$ cat config.mk
export PLATFORM = sky130hd
export DESIGN_NAME = cycle_sequencer_flat
export DESIGN_NICKNAME = d
export VERILOG_FILES = /design/src/rtl/cycle_sequencer_if.sv /design/src/rtl/cycle_sequencer.sv /design/src/flat_wrapper.sv
export SDC_FILE = /design/constraint.sdc
export NUM_CORES = 1
export LEC_CHECK = 0
export BUFFER_PORTS_ARGS = -buffer_cell sky130_fd_sc_hd__buf_2
export CAP_MARGIN = 20
export CORE_MARGIN = 4
export CORE_UTILIZATION = 43
export CTS_BUF_LIST = sky130_fd_sc_hd__clkbuf_4 sky130_fd_sc_hd__clkbuf_8 sky130_fd_sc_hd__clkbuf_16
export DETAILED_ROUTE_END_ITERATION = 12
export GPL_TIMING_DRIVEN = 0
export HOLD_SLACK_MARGIN = 0.12
export SETUP_SLACK_MARGIN = 0.02
export SLEW_MARGIN = 20
export SYNTH_ARGS = -nofsm -noshare
export SYNTH_HDL_FRONTEND = slang
export SYNTH_SLANG_ARGS = --single-unit
$ cat constraint.sdc
create_clock -name clk_in -period 2.3 [get_ports clk_in]
set_input_delay 0.115 -clock clk_in [delete_from_list [all_inputs] [get_ports clk_in]]
set_output_delay 0.115 -clock clk_in [all_outputs]
set_load 0.05 [all_outputs]
$ cat src/rtl/cycle_sequencer_if.sv
// Control/status bundle between the instruction sequencer and its pipeline/memory side.
// master drives run/halt/resume/mem_ready; slave (the sequencer) returns phase enables and status.
interface cycle_sequencer_if #(
    parameter int CNT_W = 8
);
    logic             run;
    logic             halt_req;
    logic             resume;
    logic             mem_ready;
    logic             ph_fetch;
    logic             ph_decode;
    logic             ph_exec;
    logic             ph_mem;
    logic             ph_wb;
    logic             pc_inc;
    logic             busy;
    logic             halted;
    logic             timeout;
    logic [CNT_W-1:0] instr_cnt;

    modport master (
        output run, halt_req, resume, mem_ready,
        input  ph_fetch, ph_decode, ph_exec, ph_mem, ph_wb,
        input  pc_inc, busy, halted, timeout, instr_cnt
    );

    modport slave (
        input  run, halt_req, resume, mem_ready,
        output ph_fetch, ph_decode, ph_exec, ph_mem, ph_wb,
        output pc_inc, busy, halted, timeout, instr_cnt
    );
endinterface

$ cat src/rtl/cycle_sequencer.sv
// Five-phase instruction sequencer (F/D/E/M/W) with memory wait states, halt/resume and wait timeout.
// Phase enables are Moore decodes of state; memory backpressure holds FETCH/MEM until mem_ready.
module cycle_sequencer #(
    parameter int CNT_W    = 8,
    parameter int WAIT_MAX = 15
) (
    input  logic             clk_in,
    input  logic             rst,
    cycle_sequencer_if.slave bus
);
    localparam logic [2:0] S_IDLE   = 3'd0;
    localparam logic [2:0] S_FETCH  = 3'd1;
    localparam logic [2:0] S_DECODE = 3'd2;
    localparam logic [2:0] S_EXEC   = 3'd3;
    localparam logic [2:0] S_MEM    = 3'd4;
    localparam logic [2:0] S_WB     = 3'd5;
    localparam logic [2:0] S_HALT   = 3'd6;

    localparam logic [7:0] WAIT_LIM = 8'(WAIT_MAX);

    logic [2:0]       state_q, state_d;
    logic [7:0]       wait_q, wait_d;
    logic             halt_pend_q, halt_pend_d;
    logic             timeout_q, timeout_d;
    logic [CNT_W-1:0] cnt_q, cnt_d;
    logic             mem_wait;
    logic             wait_expired;

    always_comb begin
        mem_wait     = ((state_q == S_FETCH) || (state_q == S_MEM)) && !bus.mem_ready;
        wait_expired = mem_wait && (wait_q == WAIT_LIM);
    end

    always_comb begin
        state_d = state_q;
        case (state_q)
            S_IDLE: begin
                if (bus.halt_req)   state_d = S_HALT;
                else if (bus.run)   state_d = S_FETCH;
            end
            S_FETCH: begin
                if (wait_expired)       state_d = S_HALT;
                else if (bus.mem_ready) state_d = S_DECODE;
            end
            S_DECODE: state_d = S_EXEC;
            S_EXEC:   state_d = S_MEM;
            S_MEM: begin
                if (wait_expired)       state_d = S_HALT;
                else if (bus.mem_ready) state_d = S_WB;
            end
            S_WB: begin
                if (halt_pend_q || bus.halt_req) state_d = S_HALT;
                else if (bus.run)                state_d = S_FETCH;
                else                             state_d = S_IDLE;
            end
            S_HALT: begin
                if (bus.resume) state_d = bus.run ? S_FETCH : S_IDLE;
            end
            default: state_d = S_IDLE;
        endcase
    end

    always_comb begin
        // Any state change restarts the wait count, so it is zero on every FETCH/MEM entry.
        wait_d = wait_q;
        if (state_d != state_q) wait_d = '0;
        else if (mem_wait)      wait_d = wait_q + 8'd1;

        halt_pend_d = halt_pend_q;
        if ((state_d == S_HALT) && (state_q != S_HALT))
            halt_pend_d = 1'b0;
        else if (bus.halt_req && (state_q != S_IDLE) && (state_q != S_HALT))
            halt_pend_d = 1'b1;

        timeout_d = timeout_q;
        if (wait_expired)                            timeout_d = 1'b1;
        else if ((state_q == S_HALT) && bus.resume)  timeout_d = 1'b0;

        cnt_d = cnt_q;
        if (state_q == S_WB) cnt_d = cnt_q + CNT_W'(1);
    end

    always_ff @(posedge clk_in or posedge rst) begin
        if (rst) begin
            state_q     <= S_IDLE;
            wait_q      <= '0;
            halt_pend_q <= 1'b0;
            timeout_q   <= 1'b0;
            cnt_q       <= '0;
        end else begin
            state_q     <= state_d;
            wait_q      <= wait_d;
            halt_pend_q <= halt_pend_d;
            timeout_q   <= timeout_d;
            cnt_q       <= cnt_d;
        end
    end

    assign bus.ph_fetch  = (state_q == S_FETCH);
    assign bus.ph_decode = (state_q == S_DECODE);
    assign bus.ph_exec   = (state_q == S_EXEC);
    assign bus.ph_mem    = (state_q == S_MEM);
    assign bus.ph_wb     = (state_q == S_WB);
    assign bus.pc_inc    = (state_q == S_FETCH) && bus.mem_ready;
    assign bus.busy      = (state_q != S_IDLE) && (state_q != S_HALT);
    assign bus.halted    = (state_q == S_HALT);
    assign bus.timeout   = timeout_q;
    assign bus.instr_cnt = cnt_q;
endmodule

$ cat src/flat_wrapper.sv
// flat-port wrapper written by rule: the top's interface ports become plain ports
module cycle_sequencer_flat 
#(
    parameter int CNT_W    = 8,
    parameter int WAIT_MAX = 15
)
  (clk_in, rst, bus_run, bus_halt_req, bus_resume, bus_mem_ready, bus_ph_fetch, bus_ph_decode, bus_ph_exec, bus_ph_mem, bus_ph_wb, bus_pc_inc, bus_busy, bus_halted, bus_timeout, bus_instr_cnt);
  cycle_sequencer_if #(.CNT_W(CNT_W)) bus_i ();
  input  logic clk_in;
  input  logic rst;
  input wire logic [$bits(bus_i.run)-1:0] bus_run;
  input wire logic [$bits(bus_i.halt_req)-1:0] bus_halt_req;
  input wire logic [$bits(bus_i.resume)-1:0] bus_resume;
  input wire logic [$bits(bus_i.mem_ready)-1:0] bus_mem_ready;
  output wire logic [$bits(bus_i.ph_fetch)-1:0] bus_ph_fetch;
  output wire logic [$bits(bus_i.ph_decode)-1:0] bus_ph_decode;
  output wire logic [$bits(bus_i.ph_exec)-1:0] bus_ph_exec;
  output wire logic [$bits(bus_i.ph_mem)-1:0] bus_ph_mem;
  output wire logic [$bits(bus_i.ph_wb)-1:0] bus_ph_wb;
  output wire logic [$bits(bus_i.pc_inc)-1:0] bus_pc_inc;
  output wire logic [$bits(bus_i.busy)-1:0] bus_busy;
  output wire logic [$bits(bus_i.halted)-1:0] bus_halted;
  output wire logic [$bits(bus_i.timeout)-1:0] bus_timeout;
  output wire logic [$bits(bus_i.instr_cnt)-1:0] bus_instr_cnt;
  assign bus_i.run = bus_run;
  assign bus_i.halt_req = bus_halt_req;
  assign bus_i.resume = bus_resume;
  assign bus_i.mem_ready = bus_mem_ready;
  assign bus_ph_fetch = bus_i.ph_fetch;
  assign bus_ph_decode = bus_i.ph_decode;
  assign bus_ph_exec = bus_i.ph_exec;
  assign bus_ph_mem = bus_i.ph_mem;
  assign bus_ph_wb = bus_i.ph_wb;
  assign bus_pc_inc = bus_i.pc_inc;
  assign bus_busy = bus_i.busy;
  assign bus_halted = bus_i.halted;
  assign bus_timeout = bus_i.timeout;
  assign bus_instr_cnt = bus_i.instr_cnt;
  cycle_sequencer #(.CNT_W(CNT_W), .WAIT_MAX(WAIT_MAX)) u_core (.clk_in(clk_in), .rst(rst), .bus(bus_i));
endmodule
== Yosys cells after proc, flatten, opt, wreduce, memory -nomap -nowiden ==
Cells that the tools add are included.
Cells by class
  add/sub/neg operators: 2
  reduce and logical (&&, ||, !) cells: 16
  equality and inequality tests: 10
  muxes and demuxes: 16
Operators with widths (number)
  $mux 3: 8
  $pmux 3 s7: 1
  $add 8x1->8 const B: 2
  $mux 8: 2
  $eq 3x3->1 const B: 4
  $eq 8x4->1 const B: 1
  $logic_and 1x1->1: 8
  $eq 3x2->1 const B: 2
  $reduce_bool 2->1: 3
  $mux 1: 5
  $eq 3x1->1 const B: 1
  $logic_not 3->1: 1
  $ne 3x3->1: 1
  $ne 3x3->1 const B: 1
  $reduce_bool 3->1: 1
  $logic_or 1x1->1: 2
  $logic_not 1->1: 1
Storage, ports and cells
  register bits after elaboration: 21
  input port bits: 6
  word-level logic and storage cells: 49
  output and inout port bits: 17

== Logic depth before layout (Yosys ltp) ==
  depth in word-level cells: 9
  depth in mapped cells: 8
  depth with buffers taken out: 6

== Least setup slack after synthesis ==
OpenSTA, ideal clock, no wires.
  kind: register -> register
  from: register u_core.state_q[2]
  to: register u_core.halt_pend_q
  period minus slack after synthesis: 2.289 ns
  data required time: 2.173 ns
  setup time: 0.127 ns
  cell stages (with the launch flop): 7
  path buffers: 1
  setup slack: 0.011 ns
  arrival time: 2.162 ns
  cell sequence: dfrtp_1 -> buf_2 -> inv_1 -> nor3_1 -> nor2_1 -> nand3_1 -> a31oi_1
On the way
  word-level cells in the longest chain between the ends: 9
  elaborated cells between the ends (all ways): 26
  those cells by class: eq/ne (8); mux (9); reduce/logical (9)
RTL lines
  start, declared: line cycle_sequencer.sv:21  | logic [2:0] state_q, state_d;
  start signal, assigned: line cycle_sequencer.sv:91  | state_q <= state_d;
  $eq 3x3->1 (*)
  named net bus_ph_mem: line flat_wrapper.sv:18  | output wire logic [$bits(bus_i.ph_mem)-1:0] bus_ph_mem;
  $logic_or 1x1->1: line cycle_sequencer.sv:30  | mem_wait = ((state_q == S_FETCH) || (state_q == S_MEM)) && !bus.mem_ready;
  $logic_and 1x1->1: line cycle_sequencer.sv:30
  $logic_and 1x1->1: line cycle_sequencer.sv:31  | wait_expired = mem_wait && (wait_q == WAIT_LIM);
  $mux 3 (on tied branches): line cycle_sequencer.sv:48, cycle_sequencer.sv:42
  $pmux 3 s7 (*): line cycle_sequencer.sv:36  | case (state_q)
  named net u_core.state_d[2]: line cycle_sequencer.sv:21
  $eq 3x3->1 (*): line cycle_sequencer.sv:70  | if ((state_d == S_HALT) && (state_q != S_HALT))
  $logic_and 1x1->1 (*): line cycle_sequencer.sv:70
  $mux 1 or $reduce_bool 2->1 (tied branches)
  end signal, assigned: line cycle_sequencer.sv:93  | halt_pend_q <= halt_pend_d;
  end, declared: line cycle_sequencer.sv:23  | logic halt_pend_q, halt_pend_d;
Mark *: on every way through the listed nets, which the timed path passes. The rest lies on a longest branch.
A chain may end at the register's enable or synchronous reset.

== Final worst setup path ==
  from: register u_core.wait_q[0]
  to: register u_core.wait_q[3]
On the way
  word-level cells in the longest chain between the ends: 6
  elaborated cells between the ends (all ways): 10
  those cells by class: add/sub (1); eq/ne (2); mux (5); reduce/logical (2)
RTL lines
  start, declared: line cycle_sequencer.sv:22  | logic [7:0] wait_q, wait_d;
  start signal, assigned: line cycle_sequencer.sv:92  | wait_q <= wait_d;
  $eq 8x4->1: line cycle_sequencer.sv:31
  $logic_and 1x1->1: line cycle_sequencer.sv:31
  $mux 3 (on tied branches): line cycle_sequencer.sv:48, cycle_sequencer.sv:42
  $pmux 3 s7: line cycle_sequencer.sv:36
  $ne 3x3->1: line cycle_sequencer.sv:66  | if (state_d != state_q) wait_d = '0;
  $mux 8 or $reduce_bool 2->1 (tied branches)
Parallel ways exist; a longest one is shown, timed or not. The select of a mux whose other input is x is not followed.

==> results.json <==
{
  "hp-class": "in2reg",
  "wl_per_cell_um": 14.17,
  "diodes": 0,
  "worstHoldStart": "bus_halt_req",
  "end_kind": "flop",
  "power.density_nw_per_um2": 1333,
  "pre_cts_slack_ns": 0.05869,
  "p_clk_frac": 0.091,
  "maxSlewViolCount": 0,
  "cp-startpoint": "u_core.wait_q[0]$_DFFE_PP0P_",
  "wirelength_mm": 2.805,
  "syn-instance-count": 139,
  "cts_buffers": 3,
  "fin_tns_setup_ns": 0,
  "dp_cells": 192,
  "clkLatencyLatePin_ns": 0.29,
  "yosysUniqueCellTypes": 39,
  "fmax_mhz": 480.1,
  "max_slew.worst_pin.slew_ns": 0.7893,
  "syn_area_per_cell_um2": 9.542,
  "place_hpwl_mm": 2.132,
  "path_clk_slew_ns": 0.12,
  "fin_cells": 198,
  "seq_power_share": 0.245,
  "cts.path.max_buffers": 2,
  "mostFrequentLayoutCells": "buf_2 (25), nand2_1 (22), dfrtp_1 (21)",
  "start_kind": "flop",
  "root_buffer": "clkbuf_4",
  "vias": 1074,
  "grt_pass1_wl_mm": 5.126,
  "crit_fanout": 8,
  "place.gp.congestion": 0.8594,
  "finalWorstSetupSlack_ns": 0.2173,
  "synth-seq-cells": 21,
  "htree_levels": 1,
  "period_minus_slack_ns": 2.083,
  "cp.required_ns": 2.47,
  "p_switching_mw": 1.102,
  "drc": 0,
  "dieArea_um2": 4037,
  "firstDrtPassIters": 6,
  "overflow": 0,
  "syn_nets": 147,
  "power_frac_comb": 0.664,
  "port_buffers": 22,
  "hold_depth": 3,
  "drv_cap": 0,
  "ys_warn_count": 0,
  "min_delay_worst_endpoint": "u_core.halt_pend_q$_DFFE_PP0P_",
  "layout_commonest_cell": "buf_2",
  "ff2ff_path_depth": 6,
  "area_delta_synth_final_pct": 16.04,
  "vias_per_cell": 5.424,
  "ant_nets": 0,
  "hold_violations": 0,
  "p_leak_nw": 0.7322,
  "num_rows": 19,
  "r2r_slack_ns": 0.22,
  "fin_nets": 176,
  "yosysSeqAreaShare": 0.3962,
  "clock-skew-final_ns": 0.004523,
  "worstPathArrival_ns": 2.26,
  "setup_violations": 0,
  "period_share": 0.9055,
  "antenna_found_initial": 0,
  "rr_startpoint": "u_core.wait_q[0]$_DFFE_PP0P_",
  "die_x_um": 63.54,
  "r2r_end": "u_core.wait_q[3]$_DFFE_PP0P_",
  "grt_max_degree": 22,
  "grt_setup_unrepaired": "false",
  "netlist_area_um2": 1326,
  "core-area_um2": 2853,
  "cts.sinks": 21,
  "critPathKind": "reg2reg",
  "pin_count": 23,
  "p_int_mw": 0.9502,
  "die-height_um": 63.54,
  "outcome": "complete, no violations",
  "maxSlewHeadroom": 0.4732,
  "cts_tree": "yes",
  "fillers": 289,
  "drt_iter0_drc": 55,
  "peakVddDrop_mv": 0.5927,
  "sw_frac_of_total": 0.5369,
  "layout-drive-gt1-share": 0.2635,
  "initial_core_util": 0.4649,
  "grt_pass1_vias": 1148,
  "grt_util_all_layers": 0.1517
}
-- per-stage QoR --
step / util / hold slack (ns) / power (mW) / area, µm²
global placement: 0.5189 / 0.2936 / 1.831 / 1480
detailed placement: 0.5189 / 0.3076 / 1.852 / 1480
global route: 0.5395 / 0.1758 / 2.205 / 1539
finish: 0.5395 / 0.1811 / 2.052 / 1539
CTS: 0.5364 / 0.1779 / 2.044 / 1530
floorplan: - / 0.09153 / 1.576 / 1331
-- logic make-up (layout without fill, tap and decap cells) --
| group | after synthesis | in the layout | share of synthesized area |
|---|---|---|---|
| AO/OA/AOI/OAI | 16 | 16 | 0.09812 |
| XOR/XNOR | 16 | 16 | 0.1057 |
| adder cells (fa/ha/maj) | 2 | 2 | 0.01886 |
| buffers and inverters | 10 | 38 | 0.03679 |
| flip-flops | 21 | 21 | 0.3962 |
| multiplexers | 4 | 4 | 0.04528 |
| AND/OR/NAND/NOR | 70 | 70 | 0.2991 |
-- synthesized netlist by cell type --
cell type	number	share of area
and4_2	1	0.0075
or4b_4	1	0.010
nand2_1	22	0.062
dfrtp_1	21	0.40
and2_1	2	0.0094
mux2i_1	1	0.0075
buf_2	3	0.011
nor2_1	8	0.023
a21oi_1	7	0.026
mux2i_4	1	0.017
xor2_1	4	0.026
nor4b_4	1	0.018
nor3_1	9	0.034
nand3_1	7	0.026
buf_4	2	0.011
or3b_1	1	0.0066
a211oi_2	1	0.0094
or2b_1	1	0.0057
o21bai_4	1	0.014
nand3b_1	2	0.011
nor2_2	1	0.0047
a31o_2	1	0.0066
nand4b_1	1	0.0066
a31oi_1	2	0.0094
nor2b_1	1	0.0047
nand2b_1	3	0.014
nand4_1	4	0.019
ha_1	2	0.019
and3b_1	2	0.013
nor4bb_1	1	0.0075
o22a_4	1	0.013
o21a_1	1	0.0057
and3_1	1	0.0047
inv_1	5	0.014
nor2b_4	1	0.010
a221oi_1	1	0.0066
mux2i_2	2	0.021
xnor2_1	12	0.079
a211o_1	1	0.0066
-- critical path, stage by stage (launching register included) --
cell and delay (ns):
dfrtp_1 0.40, ha_1 0.24, or4b_4 0.50, nor2b_4 0.15
o22a_4 0.17, mux2i_4 0.38, nor3_1 0.11
-- area by class of cell --
class | count | area (µm²) | area share
multi-input cells | 108 | 765.7 | 0.4976
flip-flops and latches | 21 | 525.5 | 0.3415
inverters | 5 | 18.77 | 0.01220
repair buffers | 24 | 130.1 | 0.08455
well taps | 31 | 38.79 | 0.02520
clock buffers | 4 | 30.03 | 0.01951
plain buffers | 5 | 30.03 | 0.01951
-- worst max path at each step --
stage | depth (start not counted) | end | slack (ns)
finish | 6 | u_core.wait_q[3]$_DFFE_PP0P_ | 0.22
global route | 6 | u_core.wait_q[3]$_DFFE_PP0P_ | 0.12
CTS | 6 | u_core.wait_q[3]$_DFFE_PP0P_ | 0.05
detailed placement | 6 | u_core.wait_q[3]$_DFFE_PP0P_ | 0.06
global placement | 6 | u_core.wait_q[3]$_DFFE_PP0P_ | 0.11
floorplan | 8 | u_core.bus.instr_cnt[6]$_DFFE_PP0P_ | 0.31
-- sequential cells by signal (all words and copies together), names as in the netlist --
name and cells:
u_core.wait_q 8, u_core.state_q 3, u_core.bus.timeout 1, u_core.bus.instr_cnt 8, u_core.halt_pend_q 1
-- what timing repair did --
action / 4_1_cts / 5_1_grt
buffers inserted: 0 / 0
setup endpoints to repair: 0 / 8
hold buffers: 2 / 0
resized for setup: 0 / 1
hold endpoints to repair: 22 / 0
-- power groups by stage --
stage	Combinational, mW	Clock, mW	Sequential (mW)
6_report	1.36	0.186	0.503
5_1_grt	1.48	0.210	0.517
4_1_cts	1.34	0.195	0.505
3_5_place_dp	1.34	0	0.513
3_3_place_gp	1.32	0	0.507
2_1_floorplan	0.960	0	0.616
-- layer usage --
| layer | global-route usage | share of wire | vias up |
|---|---|---|---|
| li1 | - | - | 541 |
| met1 | 0.1980 | 0.48 | 512 |
| met2 | 0.2660 | 0.49 | 19 |
| met3 | 0.01954 | 0.031 | 2 |
| met4 | 0.03235 | 0.0046 | 0 |
| met5 | 0 | 0 | - |
Power figures use the tool's default switching activity.
